[src/rtl/rotate_scheduler_if.sv]
// Board-side control/status bundle of the rotation scheduler: run/dir/step/load
// requests in, rotation select, change pulse and FSM state out.
interface rotate_scheduler_if;
  logic       RUN;
  logic       DIR;
  logic       STEP;
  logic       LOAD;
  logic [2:0] LOAD_VAL;
  logic [2:0] SEL;
  logic       TICK;
  logic [1:0] STATE;

  modport master (
    output RUN, DIR, STEP, LOAD, LOAD_VAL,
    input  SEL, TICK, STATE
  );

  modport slave (
    input  RUN, DIR, STEP, LOAD, LOAD_VAL,
    output SEL, TICK, STATE
  );
endinterface

[src/rtl/rotate_scheduler.sv]
// Generates the rotation select for the 5-digit display mux: prescaled auto-rotate,
// pause, direction, synchronized single-step and direct load. Macro ROT_DWELL_EN adds a hold at position 0.
module rotate_scheduler #(
  parameter int unsigned TICK_DIV    = 50000000,
  parameter int unsigned POSITIONS   = 5,
  parameter int unsigned DWELL_TICKS = 3
) (
  input  logic              CLOCK_50,
  input  logic              RESET_N,
  rotate_scheduler_if.slave bus
);

  localparam int unsigned      CNT_W    = $clog2(TICK_DIV);
  localparam logic [CNT_W-1:0] CNT_LAST = CNT_W'(TICK_DIV - 1);
  localparam logic [2:0]       SEL_LAST = 3'(POSITIONS - 1);
  localparam logic [3:0]       POS_LIM  = 4'(POSITIONS);

  typedef enum logic [1:0] {
    ST_PAUSED  = 2'd0,
    ST_RUNNING = 2'd1,
    ST_DWELL   = 2'd2
  } state_e;

  state_e           state_q, state_d;
  logic [2:0]       sel_q, sel_d;
  logic             tick_q, tick_d;
  logic [CNT_W-1:0] cnt_q, cnt_d;
  logic             sync1_q, sync2_q, step_prev_q;
  logic             step_pulse;
  logic             tick_int;
  logic             adv;

`ifdef ROT_DWELL_EN
  localparam int unsigned DW_W = (DWELL_TICKS > 0) ? $clog2(DWELL_TICKS + 1) : 1;
  logic [DW_W-1:0] dwell_q, dwell_d;
`else
  if (DWELL_TICKS > 0) begin : g_dwell_unused
  end
`endif

  function automatic logic [2:0] next_sel(input logic [2:0] cur, input logic dir);
    logic [2:0] res;
    if (dir == 1'b0) begin
      res = (cur >= SEL_LAST) ? 3'd0 : cur + 3'd1;
    end else begin
      res = (cur == 3'd0) ? SEL_LAST : cur - 3'd1;
    end
    return res;
  endfunction

  function automatic logic [2:0] load_sel(input logic [2:0] val);
    return ({1'b0, val} < POS_LIM) ? val : 3'd0;
  endfunction

  assign step_pulse = sync2_q & ~step_prev_q;
  assign tick_int   = (state_q != ST_PAUSED) && (cnt_q == CNT_LAST);

  // STEP synchronizer and edge-history registers
  always_ff @(posedge CLOCK_50 or negedge RESET_N) begin
    if (!RESET_N) begin
      sync1_q     <= 1'b0;
      sync2_q     <= 1'b0;
      step_prev_q <= 1'b0;
    end else begin
      sync1_q     <= bus.STEP;
      sync2_q     <= sync1_q;
      step_prev_q <= sync2_q;
    end
  end

  // FSM, select, prescaler and change-pulse registers
  always_ff @(posedge CLOCK_50 or negedge RESET_N) begin
    if (!RESET_N) begin
      state_q <= ST_PAUSED;
      sel_q   <= 3'd0;
      tick_q  <= 1'b0;
      cnt_q   <= '0;
`ifdef ROT_DWELL_EN
      dwell_q <= '0;
`endif
    end else begin
      state_q <= state_d;
      sel_q   <= sel_d;
      tick_q  <= tick_d;
      cnt_q   <= cnt_d;
`ifdef ROT_DWELL_EN
      dwell_q <= dwell_d;
`endif
    end
  end

  // Next-state logic: LOAD beats a pause request, which beats tick/step advances
  always_comb begin
    state_d = state_q;
    sel_d   = sel_q;
    cnt_d   = cnt_q;
    adv     = 1'b0;
`ifdef ROT_DWELL_EN
    dwell_d = dwell_q;
`endif
    case (state_q)
      ST_PAUSED: begin
        cnt_d = '0;
        if (bus.RUN) begin
          state_d = ST_RUNNING;
        end else begin
          adv = step_pulse;
        end
      end
      ST_RUNNING: begin
        if (!bus.RUN) begin
          state_d = ST_PAUSED;
          cnt_d   = '0;
        end else begin
          cnt_d = tick_int ? '0 : cnt_q + CNT_W'(1);
          adv   = tick_int;
        end
      end
`ifdef ROT_DWELL_EN
      ST_DWELL: begin
        if (!bus.RUN) begin
          state_d = ST_PAUSED;
          cnt_d   = '0;
        end else begin
          cnt_d = tick_int ? '0 : cnt_q + CNT_W'(1);
          if (tick_int) begin
            if (dwell_q <= DW_W'(1)) begin
              dwell_d = '0;
              state_d = ST_RUNNING;
            end else begin
              dwell_d = dwell_q - DW_W'(1);
            end
          end else begin
            dwell_d = dwell_q;
          end
        end
      end
`endif
      default: begin
        state_d = ST_PAUSED;
        cnt_d   = '0;
      end
    endcase

    if (adv) begin
      sel_d = next_sel(sel_q, bus.DIR);
`ifdef ROT_DWELL_EN
      // Only an automatic advance that closes a full cycle starts the hold
      if ((state_q == ST_RUNNING) && (sel_d == 3'd0)) begin
        state_d = ST_DWELL;
        dwell_d = DW_W'(DWELL_TICKS);
      end else begin
        state_d = state_d;
      end
`endif
    end else begin
      sel_d = sel_q;
    end

    if (bus.LOAD) begin
      sel_d   = load_sel(bus.LOAD_VAL);
      cnt_d   = '0;
      state_d = (state_q == ST_DWELL) ? ST_RUNNING : state_q;
    end else begin
      cnt_d = cnt_d;
    end

    tick_d = (sel_d != sel_q);
  end

  assign bus.SEL   = sel_q;
  assign bus.TICK  = tick_q;
  assign bus.STATE = state_q;

endmodule

[src/flat_wrapper.sv]
// flat-port wrapper written by rule: the top's interface ports become plain ports
module rotate_scheduler_flat 
#(
  parameter int unsigned TICK_DIV    = 50000000,
  parameter int unsigned POSITIONS   = 5,
  parameter int unsigned DWELL_TICKS = 3
)
  (CLOCK_50, RESET_N, bus_RUN, bus_DIR, bus_STEP, bus_LOAD, bus_LOAD_VAL, bus_SEL, bus_TICK, bus_STATE);
  rotate_scheduler_if bus_i ();
  input  logic CLOCK_50;
  input  logic RESET_N;
  input wire logic [$bits(bus_i.RUN)-1:0] bus_RUN;
  input wire logic [$bits(bus_i.DIR)-1:0] bus_DIR;
  input wire logic [$bits(bus_i.STEP)-1:0] bus_STEP;
  input wire logic [$bits(bus_i.LOAD)-1:0] bus_LOAD;
  input wire logic [$bits(bus_i.LOAD_VAL)-1:0] bus_LOAD_VAL;
  output wire logic [$bits(bus_i.SEL)-1:0] bus_SEL;
  output wire logic [$bits(bus_i.TICK)-1:0] bus_TICK;
  output wire logic [$bits(bus_i.STATE)-1:0] bus_STATE;
  assign bus_i.RUN = bus_RUN;
  assign bus_i.DIR = bus_DIR;
  assign bus_i.STEP = bus_STEP;
  assign bus_i.LOAD = bus_LOAD;
  assign bus_i.LOAD_VAL = bus_LOAD_VAL;
  assign bus_SEL = bus_i.SEL;
  assign bus_TICK = bus_i.TICK;
  assign bus_STATE = bus_i.STATE;
  rotate_scheduler #(.TICK_DIV(TICK_DIV), .POSITIONS(POSITIONS), .DWELL_TICKS(DWELL_TICKS)) u_core (.CLOCK_50(CLOCK_50), .RESET_N(RESET_N), .bus(bus_i));
endmodule
[config.mk]
export PLATFORM = sky130hd
export DESIGN_NAME = rotate_scheduler_flat
export DESIGN_NICKNAME = d
export VERILOG_FILES = /design/src/rtl/rotate_scheduler_if.sv /design/src/rtl/rotate_scheduler.sv /design/src/flat_wrapper.sv
export SDC_FILE = /design/constraint.sdc
export NUM_CORES = 1
export LEC_CHECK = 0
export ABC_AREA = 1
export BUFFER_PORTS_ARGS = -buffer_cell sky130_fd_sc_hd__buf_2
export CAP_MARGIN = 5
export CORE_MARGIN = 4
export CORE_UTILIZATION = 45
export DETAILED_ROUTE_END_ITERATION = 8
export SETUP_SLACK_MARGIN = 0.4
export SKIP_CTS_REPAIR_TIMING = 1
export SLEW_MARGIN = 20
export SYNTH_ARGS = -nofsm -noshare
export SYNTH_HDL_FRONTEND = slang
export SYNTH_SLANG_ARGS = --single-unit
[constraint.sdc]
create_clock -name CLOCK_50 -period 1.9 [get_ports CLOCK_50]
set_clock_uncertainty 0.1 [all_clocks]
set_input_delay 0.38 -clock CLOCK_50 [delete_from_list [all_inputs] [get_ports CLOCK_50]]
set_output_delay 0.38 -clock CLOCK_50 [all_outputs]
set_load 0.1 [all_outputs]
; After elaboration in Yosys (flattened, before gate mapping)
; Index checks and enable logic that the tools add are counted.
[classes]
n_addsub = 3
n_bitwise = 2
mux = 18
n_eq_ne = 7
n_reduce_logical = 5
magnitude_cmp = 2
[ops]
columns = cell, n
row1 = 26-bit 2-to-1 mux, 4
row2 = "26-bit by 1-bit adder with 26-bit output, second input constant", 1
row3 = "26-bit == test, second input constant", 1
row4 = 3-bit 2-to-1 mux, 6
row5 = 2-bit 2-to-1 mux, 4
row6 = "3-bit inequality test, second input constant", 2
row7 = 2-bit case mux with 2 select lines, 1
row8 = "3-bit by 1-bit adder with 3-bit output, second input constant", 1
row9 = "3-bit >= comparator, second input constant", 1
row10 = 3-bit logical NOT, 1
row11 = "3-bit less-than comparator, second input constant", 1
row12 = 3-bit inequality test, 1
row13 = 3-bit AND reduction, 1
row14 = "3-bit by 1-bit subtractor with 3-bit output, second input constant", 1
row15 = "2-bit by 1-bit == test with 1-bit output, second input constant", 1
row16 = "2-bit == test, second input constant", 1
row17 = 2-bit logical NOT, 1
row18 = 1-bit 2-to-1 mux, 2
row19 = "2-bit by 1-bit inequality test with 1-bit output, second input constant", 1
row20 = 1-bit case mux with 2 select lines, 1
row21 = 2-bit nonzero test, 1
row22 = 1-bit bitwise AND, 1
row23 = 1-bit logical AND, 1
row24 = 1-bit NOT, 1
[word_totals]
input_bits = 9
out_inout_bits = 6
register_bits = 35
wordCells = 44

; Longest topological paths before layout
; Gate-level depths: netlist (run 1).
[logic_depth]
word_depth = 7
ltp_mapped = 14
mapped_depth_nobuf = 14

; Worst setup path before layout (run 1)
; OpenSTA, ideal clock, no wires.
[synth_path]
path_kind = flip-flop to flip-flop
startpoint = reg u_core.sel_q[0], in the netlist u_core.bus.SEL[0]
endpoint = reg u_core.tick_q, in the netlist u_core.bus.TICK
path_buffers = 0
t_arrival_ps = 2284
period_less_slack_ps = 2508
required_ps = 1676
path_stages_with_launch = 14
setup_ps = 124
setup_slack_ps = -608
path_cell_list = dfrtp_1 > inv_1 > ha_1 > ha_1 > nor2_1 > nand2_1 > nand2_1 > o21ai_0 > nand3_1 > nand3_1 > nand2_1 > nand2_1 > nand2_1 > nand3_1
[synth_via]
elab_chain_len = 6
word_cells_on_any_way = 10
classes_between = add/sub: 2 / order compare: 1 / eq/ne: 1 / mux: 5 / reduce/logical: 1
[synth_rtl]
columns = item, line_no
row1 = from (decl), rotate_scheduler.sv:25  ; logic [2:0] sel_q, sel_d;
row2 = from (signal assigned), rotate_scheduler.sv:83  ; sel_q <= sel_d;
row3 = 3-bit by 1-bit adder with 3-bit output (tied with other cells), rotate_scheduler.sv:44  ; res = (cur >= SEL_LAST) ? 3'd0 : cur + 3'd1;
row4 = "3-bit 2-to-1 mux, on equally long branches", "rotate_scheduler.sv:44, rotate_scheduler.sv:46"
row5 = 3-bit 2-to-1 mux *, rotate_scheduler.sv:43  ; if (dir == 1'b0) begin
row6 = 3-bit 2-to-1 mux *, rotate_scheduler.sv:145  ; if (adv) begin
row7 = 3-bit 2-to-1 mux *, rotate_scheduler.sv:160  ; if (bus.LOAD) begin
row8 = named net u_core.sel_d[1], rotate_scheduler.sv:25
row9 = 3-bit inequality test *, rotate_scheduler.sv:168  ; tick_d = (sel_d != sel_q);
row10 = named net u_core.tick_d, rotate_scheduler.sv:26  ; logic tick_q, tick_d;
row11 = to (signal assigned), rotate_scheduler.sv:84  ; tick_q <= tick_d;
row12 = to (decl), rotate_scheduler.sv:26
; The timed path passes the listed nets; every way through them passes the cells marked *.
; A chain may end at the register's enable or synchronous reset.

; Worst setup path after layout (run 1)
[layout_path]
startpoint = reg u_core.cnt_q[0]
endpoint = reg u_core.cnt_q[24]
[layout_via]
elab_chain_len = 6
word_cells_on_any_way = 7
classes_between = add/sub: 1 / eq/ne: 1 / mux: 4 / reduce/logical: 1
[layout_rtl]
columns = item, line_no
row1 = from (decl), rotate_scheduler.sv:27  ; logic [CNT_W-1:0] cnt_q, cnt_d;
row2 = from (signal assigned), rotate_scheduler.sv:85  ; cnt_q <= cnt_d;
row3 = "parallel branches: the longest is 2 deep, another holds 26-bit by 1-bit adder with 26-bit output", -
row4 = 26-bit 2-to-1 mux *, rotate_scheduler.sv:115  ; cnt_d = tick_int ? '0 : cnt_q + CNT_W'(1);
row5 = 26-bit 2-to-1 mux *, rotate_scheduler.sv:111  ; if (!bus.RUN) begin
row6 = 26-bit 2-to-1 mux *, rotate_scheduler.sv:101  ; case (state_q)
row7 = 26-bit 2-to-1 mux *, rotate_scheduler.sv:160
row8 = named net u_core.cnt_d[24], rotate_scheduler.sv:27
; Mark *: on every way through the listed nets, which the timed path passes.

==> impl_metrics.env, run 1 <==
export IMPL_outcome="finished clean"
export IMPL_antenna_found_initial=0
export IMPL_rows=23
export IMPL_synth_compound_area_frac=0.1125
export IMPL_final_core_util=0.6691
export IMPL_layout_commonest_cell="nand2_1"
export IMPL_max_cap_viol_count=0
export IMPL_cp_max_fo=4
export IMPL_start_util=0.4743
export IMPL_htree_levels=2
export IMPL_synthMuxAreaShare=0
export IMPL_synth_cell_type_count=33
export IMPL_yosys_area_top_type_share=0.4421
export IMPL_setup_tns_ns=0
export IMPL_total_power_mw=1.622
export IMPL_p_leak_nw=1.231
export IMPL_max_freq_mhz=527.5
export IMPL_grt_max_degree=23
export IMPL_clkLatencyLatePin_ns=0.28
export IMPL_drc_errors=0
export IMPL_antenna_cells=0
export IMPL_grt_ovfl_total=0
export IMPL_synthCells=239
export IMPL_yosys_warnings=0
export IMPL_drt_iter0_markers=69
export IMPL_cts_path_max_buffers=2
export IMPL_dp_slack_ns=-0.01022
export IMPL_dieArea_um2=5387
export IMPL_worstPathArrival_ns=1.97
export IMPL_wl_per_cell_um=14.14
export IMPL_reg2reg_slack_ns=0.004
export IMPL_io_pin_count=15
export IMPL_cp_required_ns=1.97
export IMPL_area_growth_pct=41.09
export IMPL_clk_pin_slew_ns=0.07
export IMPL_yosysSeqAreaShare=0.4421
export IMPL_via_per_inst=5.227
export IMPL_drtPass1Iterations=4
export IMPL_avgSynthCellArea_um2=8.052
export IMPL_drive_gt1_frac=0.4413
export IMPL_crit_type="reg -> reg"
export IMPL_powerDensity_nw_per_um2=597.5
export IMPL_synthXorXnorAreaFrac=0.009103
export IMPL_synth_top_family_by_area="simple AND/OR/NAND/NOR gates"
export IMPL_relSlewSlack=0.6325
export IMPL_layout_common_cells="nand2_1, dfrtp_1, inv_1, nor2_1, buf_4"
export IMPL_yosys_area_share_adder=0.03251
export IMPL_rsz0062_at_grt="true"
export IMPL_vdd_drop_max_mv=0.3839
export IMPL_die_w_um=73.40
export IMPL_synth_main_ff_cell="dfrtp_1"
export IMPL_hold_violations=0
export IMPL_synth_seq_cells=34
export IMPL_grt_pass1_vias=1593
export IMPL_holdCritPathClass="in -> reg"
export IMPL_dp_hpwl_mm=3.106
export IMPL_fin_ws_ns=0.004107
export IMPL_setup_viol=0
export IMPL_min_period_ns=1.896
export IMPL_grt_usage=0.1705
export IMPL_start_kind="register"
export IMPL_clock_sinks=34
export IMPL_fin_cells=331
export IMPL_antenna_left=0
export IMPL_core_um2=4058
export IMPL_die_height_um=73.40
export IMPL_synth_area_leaders="dfrtp_1, nand2_1, inv_1"
export IMPL_multi_input_comb_area_um2=1235
export IMPL_fin_nets=294
export IMPL_vias=1730
export IMPL_synthSimpleGateAreaFrac=0.3322
export IMPL_grt_pass1_wl_mm=7.079
export IMPL_synth_edf_count=0
export IMPL_synth_top_cell_by_area="dfrtp_1"
export IMPL_syn_num_nets=253
export IMPL_end_kind="register"
export IMPL_place_gp_congestion=0.8365
export IMPL_syn_cell_area_um2=1924
export IMPL_register_area_um2=865.8
export IMPL_wl_mm=4.680
export IMPL_placement_io_buffers=13
export IMPL_slew_violations=0
export IMPL_cts_tree="yes"
export IMPL_period_share=0.9978
export IMPL_cts_root_buf="clkbuf_8"
export IMPL_cts_buffers=5
export IMPL_worst_pin_slew_ns=0.5462
export IMPL_dp_cells=304
export IMPL_fillCellCount=330
export IMPL_synthArstFlopShare=1.000
[flip-flops by register name, summed over array words and instances (netlist names)]
| name | count |
|---|---|
| u_core.step_prev_q | 1 |
| u_core.bus.SEL | 3 |
| u_core.sync1_q | 1 |
| u_core.cnt_q | 26 |
| u_core.bus.STATE | 1 |
| u_core.sync2_q | 1 |
| u_core.bus.TICK | 1 |
[where the power goes]
group | leakage (nW) | total, mW | internal [mW] | switching [mW]
clock | 0.0482 | 0.551 | 0.292 | 0.259
sequential | 0.453 | 0.763 | 0.745 | 0.0179
combinational | 0.729 | 0.308 | 0.0964 | 0.212
total | 1.23 | 1.62 | 1.13 | 0.489
[per-layer routing]
layer	GRT usage	vias to the layer above	wire [um]
met4	0.08048	0	74
met1	0.2104	836	2038
li1	-	860	-
met2	0.2820	25	2444
met5	0	-	0
met3	0.03830	9	121
[final cells by class]
cell class,count,area share
Sequential cell,34,0.3189
Inverter,31,0.04931
Tap cell,50,0.02304
Multi-Input combinational cell,171,0.4548
Clock inverter,1,0.001843
Timing Repair Buffer,37,0.1203
Clock buffer,7,0.03180
[critical path, stage by stage (launching register included)]
cell	delay, ns
dfrtp_1	0.36
ha_2	0.19
nand2_2	0.08
nor2_4	0.14
nand2_2	0.08
nor2_4	0.12
nand3_4	0.12
nor3_4	0.17
and2_4	0.21
nand2_4	0.05
o21ai_2	0.10
a21oi_1	0.04
[path summary, 6_finish.rpt]
check                                         to             from  depth (start not counted)
worst max-delay path            u_core.cnt_q[24]  u_core.cnt_q[0]                         11
worst min-delay path              u_core.sync1_q         bus_STEP                          1
worst max register to register  u_core.cnt_q[24]  u_core.cnt_q[0]                         11
worst min register to register    u_core.sync2_q   u_core.sync1_q                          0
max in group asynchronous       u_core.cnt_q[21]          RESET_N                          3
min in group asynchronous        u_core.cnt_q[2]          RESET_N                          2
[cells by family after synthesis]
family,after synthesis
XOR/XNOR,2
adder cells (fa/ha/maj),5
AND/OR/NAND/NOR,124
other,1
flip-flops,34
buffers and inverters,34
AO/OA/AOI/OAI,39
[metrics by stage]
step | cell area, um2 | hold slack, ns
2_1_floorplan | 2009 | -0.01559
3_3_place_gp | 2145 | 0.2321
3_5_place_dp | 2145 | 0.2358
4_1_cts | 2236 | -0.03191
5_1_grt | 2715 | 0.1041
6_report | 2715 | 0.1056
[synthesized netlist by cell type, types with 2 or more instances]
cell	number
nand2_1	47
dfrtp_1	34
inv_1	27
nor2_1	27
nand3_1	19
a21oi_1	16
o21ai_0	7
o21ai_1	7
ha_1	5
nor3_1	5
inv_2	4
nand2_2	4
a31oi_1	3
nor2_4	3
nor3b_1	3
nor4_1	3
o21a_1	3
a211oi_1	2
buf_2	2
nand2_4	2
nand4_1	2
nor3_4	2
xor2_1	2
(Power assumes the default switching activity.)
==> run 2, diff against run 1 <==
--- a/config.mk
+++ b/config.mk
@@ -8,7 +8,7 @@
 export ABC_AREA = 1
 export BUFFER_PORTS_ARGS = -buffer_cell sky130_fd_sc_hd__buf_2
 export CAP_MARGIN = 5
-export CORE_MARGIN = 4
+export CORE_ASPECT_RATIO = 1.5
 export CORE_UTILIZATION = 45
 export DETAILED_ROUTE_END_ITERATION = 8
 export SETUP_SLACK_MARGIN = 0.4
==> run 2 against run 1 <==
Net effect:
- critical path depth unchanged
- clock-buffer cell count down 2
- total power up 4.8%
- core utilization down 6.4 points
- flip-flop and latch count unchanged
- global-route usage increased by 3.4 points
- via count decreased by 6.0%
- worst hold slack worse by 0.055 ns
- combinational power is 8.8% lower
- maximum frequency rose by 1.7%
- register-to-register slack gained 0.03 ns
- die area fell by 16%
- largest cell class unchanged
- largest power group unchanged
==> impl_metrics.env, run 2 (same netlist as run 1, synthesis figures left out) <==
export IMPL_p_sw_uw=482.6
export IMPL_dp_hpwl_mm=3.153
export IMPL_period_share=0.9816
export IMPL_power_switching_share=0.2838
export IMPL_setup_viol=0
export IMPL_combPwrFrac=0.165
export IMPL_holdCritPathClass="in -> async"
export IMPL_p_leak_nw=1.149
export IMPL_fillCellCount=366
export IMPL_multi_input_comb_area_um2=1065
export IMPL_worstPathArrival_ns=1.94
export IMPL_drtPass1Iterations=4
export IMPL_p_int_mw=1.218
export IMPL_htree_levels=2
export IMPL_crit_type="reg -> reg"
export IMPL_vias=1626
export IMPL_cts_root_buf="clkbuf_8"
export IMPL_hold_violations=0
export IMPL_crit_path_end="u_core.cnt_q[24]"
export IMPL_start_util=0.4776
export IMPL_dp_slack_ns=0.03216
export IMPL_rsz0062_at_grt="true"
export IMPL_clk_pin_slew_ns=0.07
export IMPL_dieArea_um2=4547
export IMPL_antenna_cells=0
export IMPL_ff2ff_path_depth=11
export IMPL_max_freq_mhz=536.2
export IMPL_cp_buffers_inverters=0
export IMPL_register_area_um2=865.8
export IMPL_io_pin_count=15
export IMPL_fin_nets=282
export IMPL_largest_register_ffs=26
export IMPL_vdd_drop_max_mv=0.5527
export IMPL_drt_iter0_markers=80
export IMPL_via_per_inst=5.178
export IMPL_placement_io_buffers=13
export IMPL_start_kind="register"
export IMPL_outcome="finished clean"
export IMPL_worst_pin_slew_ns=0.7307
export IMPL_rows=28
export IMPL_cp_max_fo=3
export IMPL_crit_cells=11
export IMPL_clock_sinks=34
export IMPL_die_w_um=55.40
export IMPL_cts_tree="yes"
export IMPL_max_cap_viol_count=0
export IMPL_fin_ws_ns=0.03504
export IMPL_relSlewSlack=0.5129
export IMPL_die_height_um=82.09
export IMPL_cp_slowest_cell="dfrtp_1"
export IMPL_grt_ovfl_total=0
export IMPL_layout_commonest_cell="nand2_1"
export IMPL_powerDensity_nw_per_um2=697.7
export IMPL_dp_cells=301
export IMPL_layout_common_cells="nand2_1, dfrtp_1, nor2_1, inv_1, nand3_1"
export IMPL_drc_errors=0
export IMPL_slew_violations=0
export IMPL_grt_pass1_wl_mm=7.031
export IMPL_clockPowerShare=0.386
export IMPL_place_gp_congestion=0.8278
export IMPL_clkLatencyLatePin_ns=0.28
export IMPL_wl_per_cell_um=13.50
export IMPL_grt_usage=0.2046
export IMPL_core_um2=4029
export IMPL_startpoint="u_core.cnt_q[0]"
export IMPL_drive_gt1_frac=0.3160
export IMPL_antenna_left=0
export IMPL_seqPwrFrac=0.449
export IMPL_area_growth_pct=26.66
export IMPL_cts_buffers=5
export IMPL_antenna_found_initial=0
export IMPL_min_period_ns=1.865
export IMPL_top_register="u_core.cnt_q"
export IMPL_wl_mm=4.240
export IMPL_path_delay_family="simple AND/OR/NAND/NOR gates"
export IMPL_grt_max_degree=35
export IMPL_fin_cells=314
export IMPL_end_kind="register"
export IMPL_cp_required_ns=1.97
export IMPL_r2r_end="u_core.cnt_q[24]"
export IMPL_crit_chain="ha_4, nand2_4, nor2_4, nand2_2, nor2_4, nand3_4, nor3_4, and2_4, nand2_4, o21ai_2, a21oi_2"
export IMPL_rr_startpoint="u_core.cnt_q[0]"
export IMPL_slowest_delay_ns=0.40
export IMPL_reg2reg_slack_ns=0.04
export IMPL_grt_pass1_vias=1584
export IMPL_cts_path_max_buffers=2
[run 2: worst min path at each step]
stage                                 end
after floorplan           u_core.bus.TICK
after global placement     u_core.sync2_q
after detailed placement   u_core.sync2_q
after CTS                 u_core.cnt_q[3]
after global routing       u_core.sync1_q
final                     u_core.cnt_q[3]
[run 2: routing by layer]
metal	global-route usage	vias up	routed length, um
met5	0	-	0
met4	0.08500	0	99
met3	0.04829	8	103
met2	0.3759	21	2261
met1	0.2278	758	1775
li1	-	839	-
[run 2: power groups by stage]
stage          combinational, mW  clock [mW]  sequential [mW]
2_1_floorplan             0.0969           0            0.861
4_1_cts                    0.247       0.674            0.759
5_1_grt                    0.306       0.712            0.765
3_5_place_dp               0.247           0            0.774
3_3_place_gp               0.247           0            0.772
6_report                   0.281       0.656            0.763
[run 2: per-stage QoR]
stage | cell area [um2] | power (mW) | TNS [ns] | hold slack (ns) | util
CTS | 2262 | 1.681 | 0 | 0.08548 | 0.5615
detailed placement | 2153 | 1.020 | 0 | 0.2455 | 0.5345
global placement | 2153 | 1.019 | 0 | 0.2313 | 0.5345
finish | 2437 | 1.700 | 0 | 0.05079 | 0.6050
floorplan | 2009 | 0.9580 | 0 | -0.01559 | -
global route | 2437 | 1.783 | -0.3945 | 0.08814 | 0.6050
[run 2: final cells by class]
cell class,count,area share
Clock buffer,5,0.02823
Clock inverter,3,0.01643
Inverter,31,0.04979
Multi-Input combinational cell,171,0.4369
Sequential cell,34,0.3552
Tap cell,45,0.02310
Timing Repair Buffer,25,0.09035
==> run 3, diff against run 2 <==
--- a/config.mk
+++ b/config.mk
@@ -5,7 +5,6 @@
 export SDC_FILE = /design/constraint.sdc
 export NUM_CORES = 1
 export LEC_CHECK = 0
-export ABC_AREA = 1
 export BUFFER_PORTS_ARGS = -buffer_cell sky130_fd_sc_hd__buf_2
 export CAP_MARGIN = 5
 export CORE_ASPECT_RATIO = 1.5
==> run 3 against run 2 <==
Net effect:
- flip-flop and latch count is the same
- sequential power about the same
- clock-buffer cell count rose by 3
- critical path type unchanged
- global-route usage shrank 0.42 points
- maximum frequency increased by 3.5%
- area after synthesis shrank 4.9%
- worst setup slack improved by 0.063 ns
- non-clock buffer count unchanged
==> impl_metrics.env, run 3 <==
export IMPL_outcome="finished clean"
export IMPL_setup_tns_ns=0
export IMPL_die_w_um=54.06
export IMPL_start_util=0.4662
export IMPL_max_freq_mhz=555.0
export IMPL_cts_root_buf="clkbuf_8"
export IMPL_htree_levels=2
export IMPL_yosys_warnings=0
export IMPL_holdCritPathClass="in -> async"
export IMPL_syn_num_nets=199
export IMPL_start_kind="register"
export IMPL_grt_ovfl_total=0
export IMPL_cp_max_fo=5
export IMPL_fin_cells=257
export IMPL_clk_pin_slew_ns=0.07
export IMPL_end_kind="register"
export IMPL_wl_mm=3.903
export IMPL_fin_nets=225
export IMPL_dieArea_um2=4329
export IMPL_hold_violations=0
export IMPL_antenna_cells=0
export IMPL_synthCells=185
export IMPL_largest_register_ffs=26
export IMPL_total_power_mw=1.523
export IMPL_area_growth_pct=25.31
export IMPL_io_pin_count=15
export IMPL_syn_cell_area_um2=1829
export IMPL_drive_gt1_frac=0.3160
export IMPL_clockPowerShare=0.327
export IMPL_yosys_area_top_type_share=0.4651
export IMPL_grt_max_degree=35
export IMPL_finalInstanceArea_um2=2292
export IMPL_final_core_util=0.5842
export IMPL_cts_path_max_buffers=2
export IMPL_synthArstFlopShare=1.000
export IMPL_cp_required_ns=1.96
export IMPL_placed_cell_area_um2=2024
export IMPL_clock_sinks=34
export IMPL_dp_hpwl_mm=2.822
export IMPL_slew_violations=0
export IMPL_synth_seq_cells=34
export IMPL_p_int_mw=1.092
export IMPL_synth_edf_count=0
export IMPL_synth_area_leaders="dfrtp_1, xor2_1, nor2_1"
export IMPL_yosysMostFrequentCell="dfrtp_1"
export IMPL_drc_errors=0
export IMPL_period_share=0.9484
export IMPL_drtPass1Iterations=4
export IMPL_grt_pass1_vias=1417
export IMPL_place_gp_congestion=0.7806
export IMPL_antenna_left=0
export IMPL_grt_usage=0.2004
export IMPL_dp_cells=241
export IMPL_die_height_um=80.09
export IMPL_reg2reg_slack_ns=0.1
export IMPL_startpoint="u_core.bus.SEL[1]"
export IMPL_synth_top_cell_by_area="dfrtp_1"
export IMPL_top_register="u_core.cnt_q"
export IMPL_whs_ns=0.02625
export IMPL_layout_common_cells="nor2_1, dfrtp_1, xor2_1"
export IMPL_placement_io_buffers=13
export IMPL_grt_pass1_wl_mm=6.216
export IMPL_rows=28
export IMPL_p_leak_nw=0.9480
export IMPL_dp_slack_ns=0.04131
export IMPL_max_cap_viol_count=0
export IMPL_synth_cell_type_count=38
export IMPL_cts_tree="yes"
export IMPL_seqPwrFrac=0.501
export IMPL_combPwrFrac=0.173
export IMPL_min_period_ns=1.802
export IMPL_yosysSeqAreaShare=0.4651
export IMPL_vdd_drop_max_mv=0.6795
export IMPL_powerDensity_nw_per_um2=664.6
export IMPL_vias=1404
export IMPL_drt_iter0_markers=20
export IMPL_setup_viol=0
export IMPL_worstPathArrival_ns=1.86
export IMPL_avgSynthCellArea_um2=9.888
export IMPL_antenna_found_initial=0
export IMPL_synth_main_ff_cell="dfrtp_1"
export IMPL_power_switching_share=0.2834
export IMPL_layout_commonest_cell="nor2_1"
export IMPL_cts_buffers=5
export IMPL_wl_per_cell_um=15.19
export IMPL_crit_type="reg -> reg"
export IMPL_rr_startpoint="u_core.bus.SEL[1]"
export IMPL_clkLatencyLatePin_ns=0.28
export IMPL_core_um2=3924
export IMPL_via_per_inst=5.463
export IMPL_fin_ws_ns=0.09812
export IMPL_rsz0062_at_grt="true"
export IMPL_p_sw_uw=431.7
export IMPL_synth_commonest_cells="dfrtp_1, nor2_1, xor2_1"
run 3: cell types whose count changed after synthesis, moves of 5 or more:
cell,change
a21oi_1,-13
and2_1,+5
and4_1,+5
inv_1,-20
nand2_1,-37
nand3_1,-9
nand4_1,+6
o21ai_1,-7
xnor2_1,+9
xor2_1,+13
run 3: worst paths after layout:
path                                     endpoint  cells after the start
worst max-delay path              u_core.bus.TICK                      7
worst min-delay path             u_core.cnt_q[21]                      2
worst max register to register    u_core.bus.TICK                      7
worst min register to register     u_core.sync2_q                      0
max in group asynchronous       u_core.bus.SEL[0]                      2
min in group CLOCK_50              u_core.sync1_q                      1
run 3: worst max-delay path: stages (launching register included):
cell     delay (ns)
dfrtp_4        0.52
inv_4          0.07
ha_4           0.14
mux2_4         0.30
a22oi_2        0.23
o21ai_2        0.09
xnor2_2        0.14
a31oi_1        0.09
run 3: cells by family (layout without fill, tap and decap cells):
| kind of cell | Yosys count | in the layout | synth area share |
|---|---|---|---|
| buffers and inverters | 13 | 40 | 0.03421 |
| other | 1 | 1 | 0.002050 |
| adders and majority gates | 5 | 5 | 0.03420 |
| DFF | 34 | 34 | 0.4651 |
| xor gates and xnor gates | 24 | 24 | 0.1149 |
| AOI/OAI and AO/OA | 17 | 17 | 0.05951 |
| muxes | 5 | 5 | 0.02873 |
| and+or+nand+nor | 86 | 86 | 0.2613 |
run 3: area by class of cell:
cell class | instances | area [um2]
multi-input combinational | 138 | 1056
tap | 45 | 56.30
clock buffer | 8 | 80.08
sequential | 34 | 872.1
fill | 345 | 1632
timing repair buffer | 25 | 196.4
inverter | 7 | 31.28
run 3: layer usage:
layer  global-route usage  vias up  wire [um]
li1                     -      681          -
met1               0.1961      685       1460
met2               0.3827       28       2253
met3              0.04167       10         97
met4              0.07949        0         91
met5                    0        -          0
run 3: power groups by stage:
stage          sequential [mW]  combinational [mW]  clock, mW
2_1_floorplan            0.850               0.102          0
3_3_place_gp             0.773               0.234          0
3_5_place_dp             0.774               0.240          0
4_1_cts                  0.760               0.241      0.516
5_1_grt                  0.765               0.283      0.534
6_report                 0.763               0.263      0.497
